==> src/rtl/uart_fifo_param.sv <==
// Parametrised synchronous FIFO for the UART data path: exact fill level, programmable
// almost-full/almost-empty thresholds, sticky overflow/underflow flags, registered or FWFT read.
module uart_fifo_param #(
    parameter int WIDTH    = 9,
    parameter int ADDR_W   = 4,
    parameter int AF_LEVEL = 12,
    parameter int AE_LEVEL = 4,
    parameter bit FWFT     = 1'b0
) (
    input  logic              Clock,
    input  logic              Clear,
    input  logic [WIDTH-1:0]  DataIn,
    input  logic              Write,
    input  logic              Read,
    input  logic              ClearOV,
    output logic [WIDTH-1:0]  DataOut,
    output logic              Valid,
    output logic              Full,
    output logic              Empty,
    output logic              AlmostFull,
    output logic              AlmostEmpty,
    output logic              OV,
    output logic              UN,
    output logic [ADDR_W:0]   Count,
    output logic [ADDR_W-1:0] ReadPtr,
    output logic [ADDR_W-1:0] WritePtr
);

    localparam int DEPTH = 2 ** ADDR_W;
    localparam logic [ADDR_W:0] DEPTH_L = (ADDR_W + 1)'(DEPTH);
    localparam logic [ADDR_W:0] AF_L    = (ADDR_W + 1)'(AF_LEVEL);
    localparam logic [ADDR_W:0] AE_L    = (ADDR_W + 1)'(AE_LEVEL);

    logic [WIDTH-1:0] mem [DEPTH];

    logic [ADDR_W:0]  wptr_q, wptr_d;
    logic [ADDR_W:0]  rptr_q, rptr_d;
    logic             ov_q, ov_d;
    logic             un_q, un_d;
    logic             valid_q, valid_d;
    logic [WIDTH-1:0] dout_q, dout_d;
    logic [WIDTH-1:0] head_word;
    logic [ADDR_W:0]  count;
    logic             rd_ok, wr_ok;

    // Pointers carry one extra bit so full and empty are distinguishable.
    assign count       = wptr_q - rptr_q;
    assign Full        = (count == DEPTH_L);
    assign Empty       = (count == '0);
    assign AlmostFull  = (count >= AF_L);
    assign AlmostEmpty = (count <= AE_L);
    assign Count       = count;
    assign ReadPtr     = rptr_q[ADDR_W-1:0];
    assign WritePtr    = wptr_q[ADDR_W-1:0];
    assign OV          = ov_q;
    assign UN          = un_q;
    assign head_word   = mem[rptr_q[ADDR_W-1:0]];

    // FWFT shows the head word directly; forced to zero when empty so reset reads as 0.
    assign DataOut = FWFT ? (Empty ? '0 : head_word) : dout_q;
    assign Valid   = FWFT ? !Empty : valid_q;

    always_comb begin
        rd_ok   = Read && !Empty;
        wr_ok   = Write && (!Full || rd_ok);
        wptr_d  = wptr_q + {{ADDR_W{1'b0}}, wr_ok};
        rptr_d  = rptr_q + {{ADDR_W{1'b0}}, rd_ok};
        valid_d = rd_ok;
        dout_d  = rd_ok ? head_word : dout_q;

        // A new event in the same cycle as ClearOV takes priority over the clear.
        ov_d = ov_q;
        if (Write && !wr_ok) begin
            ov_d = 1'b1;
        end else if (ClearOV) begin
            ov_d = 1'b0;
        end

        un_d = un_q;
        if (Read && Empty) begin
            un_d = 1'b1;
        end else if (ClearOV) begin
            un_d = 1'b0;
        end
    end

    always_ff @(posedge Clock or negedge Clear) begin
        if (!Clear) begin
            wptr_q  <= '0;
            rptr_q  <= '0;
            ov_q    <= 1'b0;
            un_q    <= 1'b0;
            valid_q <= 1'b0;
            dout_q  <= '0;
        end else begin
            wptr_q  <= wptr_d;
            rptr_q  <= rptr_d;
            ov_q    <= ov_d;
            un_q    <= un_d;
            valid_q <= valid_d;
            dout_q  <= dout_d;
        end
    end

    // Storage is deliberately left out of reset.
    always_ff @(posedge Clock) begin
        if (wr_ok) begin
            mem[wptr_q[ADDR_W-1:0]] <= DataIn;
        end
    end

endmodule
==> config.mk <==
export PLATFORM = sky130hd
export DESIGN_NAME = uart_fifo_param
export DESIGN_NICKNAME = d
export VERILOG_FILES = /design/src/rtl/uart_fifo_param.sv
export SDC_FILE = /design/constraint.sdc
export NUM_CORES = 1
export LEC_CHECK = 0
export ABC_AREA = 1
export CAP_MARGIN = 5
export CORE_MARGIN = 2
export CORE_UTILIZATION = 53
export DETAILED_ROUTE_END_ITERATION = 8
export MAX_ROUTING_LAYER = met4
export PLACE_DENSITY = 0.83
export SLEW_MARGIN = 20
export SYNTH_ARGS = -nofsm -noshare
export SYNTH_HDL_FRONTEND = slang
export SYNTH_SLANG_ARGS = --single-unit
==> constraint.sdc <==
create_clock -name Clock -period 6.5 [get_ports Clock]
set_clock_uncertainty 0.05 [all_clocks]
set_input_delay 0.65 -clock Clock [delete_from_list [all_inputs] [get_ports Clock]]
set_output_delay 0.65 -clock Clock [all_outputs]
set_load 0.01 [all_outputs]
==> reports/results.md, run 1 <==
Global route
- 4566 — vias in the first global route
- 0 — antenna violations before repair
- 76 — pin count of the biggest net entering global routing
- 25000 microns — first-pass GRT wire length
- 0.237 — overall fraction of global-route tracks in use
- 0 — leftover overflow at the end of global routing

Detailed routing
- 5005 — vias post-DR
- 6 — first-pass iteration count of the detailed router
- 0 — detailed-route DRC error count
- 16000 microns — routed wire length
- 686 — DRC violation total after the first TritonRoute iteration
- 0 — number of routed nets with antenna violations
- 5.22 — post-DR vias/cell
- 16.7 microns — post-DR wirelength/cell

Synth
- 144 — number of flops mapped to enable cells by yosys
- 0.657 — post-synthesis sequential area ratio
- 0.133 — FFs w/ async S/R, synth
- 762 — post-synth net total
- 26 — number of distinct library cells after synthesis
- 0 — synthesis warning total
- edfxtp_1 — Most used DFF post-synth
- 10.0 sq um — Mapped Avg Cell Area
- 166 — Seq cells post-synth
- 0.00742 sq mm — Syn Std Cell Area
- 739 — number of instances in the synthesized netlist

Layout
- 13.9% — post-synthesis to final-layout area growth
- 0 — diode count
- 0.613 — Post-Route Utilization
- 789 — # nets final
- 0.0719 — fraction of final layout cells with drive strength greater than 1
- 1112 — fillers

STA
- 0 ns — setup TNS
- 0.347 — headroom to the max-slew limit
- 225 MHz — maximum clock rate
- 4.44 ns — crit path time final
- 0 — Final Hold Violating Endpoints
- 0 — count of final setup violators
- no — setup repair after global routing missed its margin
- 0.978 ns — Worst-Margin Slew
- 0 — pins over their slew limit
- 0.683 — Final Cycle Share

Pwr
- 0.000256 V — Peak supply drop
- 3.59 nW — leakage component of the power
- 484 mW/mm^2 — power per cell area

Clocking
- 2 — deepest clock path buffer count
- 166 — clock tree sinks
- 17 — Inserted Clock Buffers
- 4 — htree depth
- 0 — Post-CTS Hold Fix Bufs
- clkbuf_16 — buffer type at the clock tree root
- 0.44 ns — clock latency at the later pin of the worst-skew pair
- 0.06 ns — Reg clk slew, reported paths
- 0 — quantity of gates resized following cts
- 0 — # Post-CTS Setup Buffers
- built — CTS tree

Critical path
- reg2out — path type of the worst setup path
- primary output — crit path capture type
- 23 — largest fanout of any net on the critical path
- 3.74 ns — Worst Path Arrival
- 5.80 ns — required time reported for the critical path endpoint
- register — crit start category

Floorplan
- 122 microns — Die H
- 43 — total number of placement rows
- 0.0150 sq mm — die outline area
- 0.539 — effective utilization at floorplan
- 43 — IO Count
- 122 microns — overall die width
- 0.0138 sq mm — area of the core

Placed design
- 10000 microns — HPWL reported at the end of detailed placement
- 0.892 — placer congestion estimate
- 42 — quantity of I/O buffers inserted on ports

Worst hold path
- in2async — Hold WC Path Type

Run
- 0 — number of maximum-capacitance constraint violations

Outcome
- finished clean — outcome

## cells in the mapped netlist, types with 3 or more instances
cell type,n,share of area
clkbuf_1,9,0.0046
dfrtp_1,22,0.074
nor2_2,10,0.0084
buf_1,5,0.0025
edfxtp_1,144,0.58
nand3_1,98,0.066
ha_1,8,0.013
nor2_4,3,0.0046
nand2_1,286,0.14
inv_1,92,0.047
nand3_2,3,0.0040
nor2_1,14,0.0071
xor2_1,6,0.0071
inv_2,5,0.0025
buf_4,8,0.0081
buf_2,13,0.0088
## layout by cell type, fill, tap and decap left out, drive strengths merged
cell,n
xor2,6
clkdlybuf4s50,41
nand3,101
clkinv,9
dfrtp,22
inv,98
clkinvlp,3
nand2,289
a21oi,2
bufinv,2
ha,8
fa,1
clkbuf,18
nand4,1
a211oi,1
o21ai,3
edfxtp,144
nor2,27
buf,3
## worst paths after layout
check	start	to	slack, ns	cells after the start
max in group asynchronous	Clear	rptr_q[0]	5.86	1
worst min-delay path	Clear	wptr_q[4]	0.14	1
worst min register to register	DataOut[6]	DataOut[6]	0.43	2
worst max register to register	rptr_q[2]	mem[14][4]	2.54	9
worst max-delay path	rptr_q[2]	Empty	2.06	9
min in group Clock	DataOut[6]	DataOut[6]	0.43	2
## metal layers
| metal | global-route usage | vias to the layer above | routed length, microns |
|---|---|---|---|
| li1 | - | 2422 | - |
| met4 | 0.0862 | 0 | 308 |
| met3 | 0.0720 | 29 | 1590 |
| met5 | - | - | 0 |
| met2 | 0.324 | 261 | 7020 |
| met1 | 0.337 | 2293 | 7110 |
## worst max-delay path: stages, from the launching register on
cell	delay [ns]
dfrtp_1	0.81
clkinv_1	0.70
ha_1	0.61
inv_2	0.05
nand2_1	0.07
nand2_2	0.09
nor2_4	0.11
nand3_2	0.11
nor2_2	0.18
clkdlybuf4s50_1	0.57
## cell type report
type	count	area, sq um	area share
multi-input combinational	439	1980	0.235
tap	180	225	0.0267
inverter	98	369	0.0437
clock inverter	14	134	0.0159
sequential	166	4880	0.577
timing repair buffer	44	430	0.0510
clock buffer	18	429	0.0508
## cells by family after synthesis
group	count (synthesis)	synth area share
DFF	166	0.657
buffers and inverters	134	0.0756
and+or+nand+nor	418	0.239
xor gates and xnor gates	6	0.00708
AOI/OAI and AO/OA	6	0.00489
adders and majority gates	9	0.0162
## metrics by stage
step                instance area (sq um)  power (mW)  hold slack, ns  std cells  setup WS [ns]
floorplan                            7420        2.55           0.304        739           3.75
detailed placement                   7890        3.12           0.420        927           2.51
finish                               8450        4.09           0.144        959           2.06
global placement                     7890        3.09           0.414        927           2.57
global route                         8450        4.35           0.174        959           1.79
CTS                                  8450        4.08           0.434        959           2.07
## where the power goes
group	leakage, nW	switching, mW	internal [mW]
clock	0.267	0.396	0.560
combinational	1.76	1.09	0.610
sequential	1.56	0.104	1.33
## sequential cells by signal (all words and copies together) (netlist names)
name	flops
mem	144
DataOut	9
rptr_q	5
wptr_q	5
OV	1
UN	1
Valid	1
(Power assumes the default switching activity.)
==> run 2: changes to the inputs <==
--- a/config.mk
+++ b/config.mk
@@ -11,7 +11,7 @@
 export CORE_UTILIZATION = 53
 export DETAILED_ROUTE_END_ITERATION = 8
 export MAX_ROUTING_LAYER = met4
-export PLACE_DENSITY = 0.83
+export PLACE_DENSITY = 0.86
 export SLEW_MARGIN = 20
 export SYNTH_ARGS = -nofsm -noshare
 export SYNTH_HDL_FRONTEND = slang
==> constraint.sdc (replaced) <==
create_clock -name Clock -period 3.63 [get_ports Clock]
set_clock_uncertainty 0.05 [all_clocks]
set_input_delay 0.363 -clock Clock [delete_from_list [all_inputs] [get_ports Clock]]
set_output_delay 0.363 -clock Clock [all_outputs]
set_load 0.01 [all_outputs]
==> reports/results.md, run 2 (same netlist as run 1, synthesis figures left out) <==
Outcome
- finished clean — outcome

Clocking
- 0.43 ns — clock latency at the later pin of the worst-skew pair, about the same
- 166 — clock tree sinks, unchanged
- built — CTS tree
- 17 — Inserted Clock Buffers, unchanged
- 2 — deepest clock path buffer count, unchanged
- 0 — quantity of gates resized following cts, unchanged
- 4 — htree depth, unchanged
- 0.06 ns — Reg clk slew, reported paths, about the same
- 0 — # Post-CTS Setup Buffers, unchanged
- clkbuf_16 — buffer type at the clock tree root

Detailed routing
- met4 — Top Metal Used
- 0 — detailed-route DRC error count, unchanged
- 5181 — vias post-DR, +3.5%
- 16900 microns — routed wire length, +5.4%
- 6290 microns — WL met1, -11%
- 0 — number of routed nets with antenna violations, unchanged
- 17.4 microns — post-DR wirelength/cell, +4.3%
- 5 — first-pass iteration count of the detailed router, -1
- 1360 microns — detailed-routed wire length on met3, -14%
- 5.35 — post-DR vias/cell, +2.4%
- 868 — DRC violation total after the first TritonRoute iteration, +27%
- 8540 microns — Met2 Routed Length, +22%

STA
- 3.35 ns — crit path time final
- 0 — pins over their slew limit, unchanged
- 0 — count of final setup violators, unchanged
- no — setup repair after global routing missed its margin
- 0.439 — headroom to the max-slew limit, +0.0921
- 0 ns — setup TNS, unchanged
- 0.922 — Final Cycle Share
- 0 — Final Hold Violating Endpoints, unchanged
- 299 MHz — maximum clock rate
- 0.838 ns — Worst-Margin Slew, -0.140 ns

Critical path
- 2.93 ns — Worst Path Arrival, -0.81 ns
- 0.57 ns — longest individual stage delay on the worst path, -0.24 ns
- 3 — total buffers and inverters traversed by the critical path, unchanged
- primary output — crit path capture type
- 0.58 ns — setup slack on the worst flop-to-flop path, -1.96 ns
- 12 — largest fanout of any net on the critical path, -48%
- nand2_1 — cell repeated most along the worst path
- mem[3][7] — reg-to-reg critical path endpoint
- buf_4 -> inv_1 -> ha_1 -> a21oi_1 -> nand2_1 -> nand2_1 -> nand2_2 -> nor2_2 -> clkdlybuf4s50_1 — list of cells traversed by the critical path
- 3.22 ns — required time reported for the critical path endpoint, -2.58 ns
- clkdlybuf4s50_1 — critical-path cell with the highest stage delay
- register — crit start category
- rptr_q[3] — launch point of the worst reg-to-reg path
- 10 — Worst Reg2Reg Path Length in Cells, +1
- reg2out — path type of the worst setup path
- buffers and inverters — cell family with most CP delay

Layout
- 144 — max FFs per register, unchanged
- 14.8% — post-synthesis to final-layout area growth
- 799 — # nets final, +1.3%
- 0.00852 sq mm — final non-filler cell area, +0.86%
- 0.00488 sq mm — Seq. cell area, unchanged
- nand2_1 — commonest non-fill, non-tap cell in the layout
- 286 x nand2_1, 144 x edfxtp_1, 98 x nand3_1 — highest-count cells in the layout ignoring fill and taps
- 1088 — fillers, -2.2%
- 0.0798 — fraction of final layout cells with drive strength greater than 1, +0.00796
- 0 — diode count, unchanged
- 969 — Final Non-Filler Cells, +1.0%
- 0.00198 sq mm — footprint of the multi-input gates, unchanged

Worst hold path
- in2async — Hold WC Path Type

Floorplan
- 0.0138 sq mm — area of the core, unchanged
- 0.539 — effective utilization at floorplan, unchanged
- 0.0150 sq mm — die outline area, unchanged
- 122 microns — overall die width, unchanged
- 43 — IO Count, unchanged
- 43 — total number of placement rows, unchanged
- 122 microns — Die H, unchanged

Placed design
- 936 — Placed Cells, +0.97%
- 0.00797 sq mm — Placement Cell Area, +1.0%
- 10100 microns — HPWL reported at the end of detailed placement, +0.71%
- 42 — quantity of I/O buffers inserted on ports, unchanged
- 0.910 — placer congestion estimate, +2.1%

Pwr
- 867 mW/mm^2 — power per cell area, +79%
- 3.64 nW — leakage component of the power, +1.6%
- 7.39 mW — Design Power, +81%
- 0.000413 V — Peak supply drop, +61%

Global route
- 76 — pin count of the biggest net entering global routing, unchanged
- 26500 microns — first-pass GRT wire length, +5.7%
- 0.249 — overall fraction of global-route tracks in use, +0.0113
- 0 — antenna violations before repair, unchanged
- 0 — leftover overflow at the end of global routing, unchanged
- 5075 — vias in the first global route, +11%

Run
- 0 — number of maximum-capacitance constraint violations, unchanged

run 2: worst max path at each step:
stage	from	endpoint	depth (start not counted)	slack, ns
after global placement	rptr_q[3]	mem[3][7]	10	0.74
final	rptr_q[3]	Empty	9	0.28
after floorplan	rptr_q[2]	wptr_q[4]	16	0.88
after CTS	rptr_q[3]	Empty	9	0.30
after global routing	rptr_q[3]	Empty	9	0.09
after detailed placement	rptr_q[3]	mem[2][0]	10	0.66
run 2: layout make-up:
cell class,count,share of cell area
sequential,166,0.572
multi-input combinational,439,0.233
clock inverter,3,0.00176
inverter,98,0.0432
tap,180,0.0264
timing repair buffer,54,0.0611
clock buffer,29,0.0624
run 2: power by group:
group	internal (mW)	switching, mW
Combinational	1.15	2.07
Clock	0.986	0.674
Sequential	2.38	0.132
Total	4.51	2.88
run 2: stage by stage:
step                      worst slack, ns  hold slack [ns]  utilization
after floorplan                     0.876           0.0174            -
after detailed placement            0.657            0.416        0.578
after CTS                           0.298            0.432        0.618
after global placement              0.739            0.413        0.578
after global routing               0.0949            0.445        0.618
final                               0.283            0.387        0.618
run 2: what timing repair did:
action | in CTS | in global routing
endpoints found under the setup margin | 0 | 0
hold endpoints to repair | 0 | 22
hold buffers | 0 | 1
run 2: worst reg2reg max path: cells and delay by family, from the launching register on:
family,cells,cell delay [ns]
buffers and inverters,2,0.48
AND/OR/NAND/NOR,6,1.21
AO/OA/AOI/OAI,1,0.21
flip-flops,1,0.36
adder cells (fa/ha/maj),1,0.36
run 2: layer usage:
metal	GRT usage	up-vias
li1	-	2443
met1	0.303	2433
met2	0.404	249
met3	0.0479	56
met4	0.116	0
met5	-	-
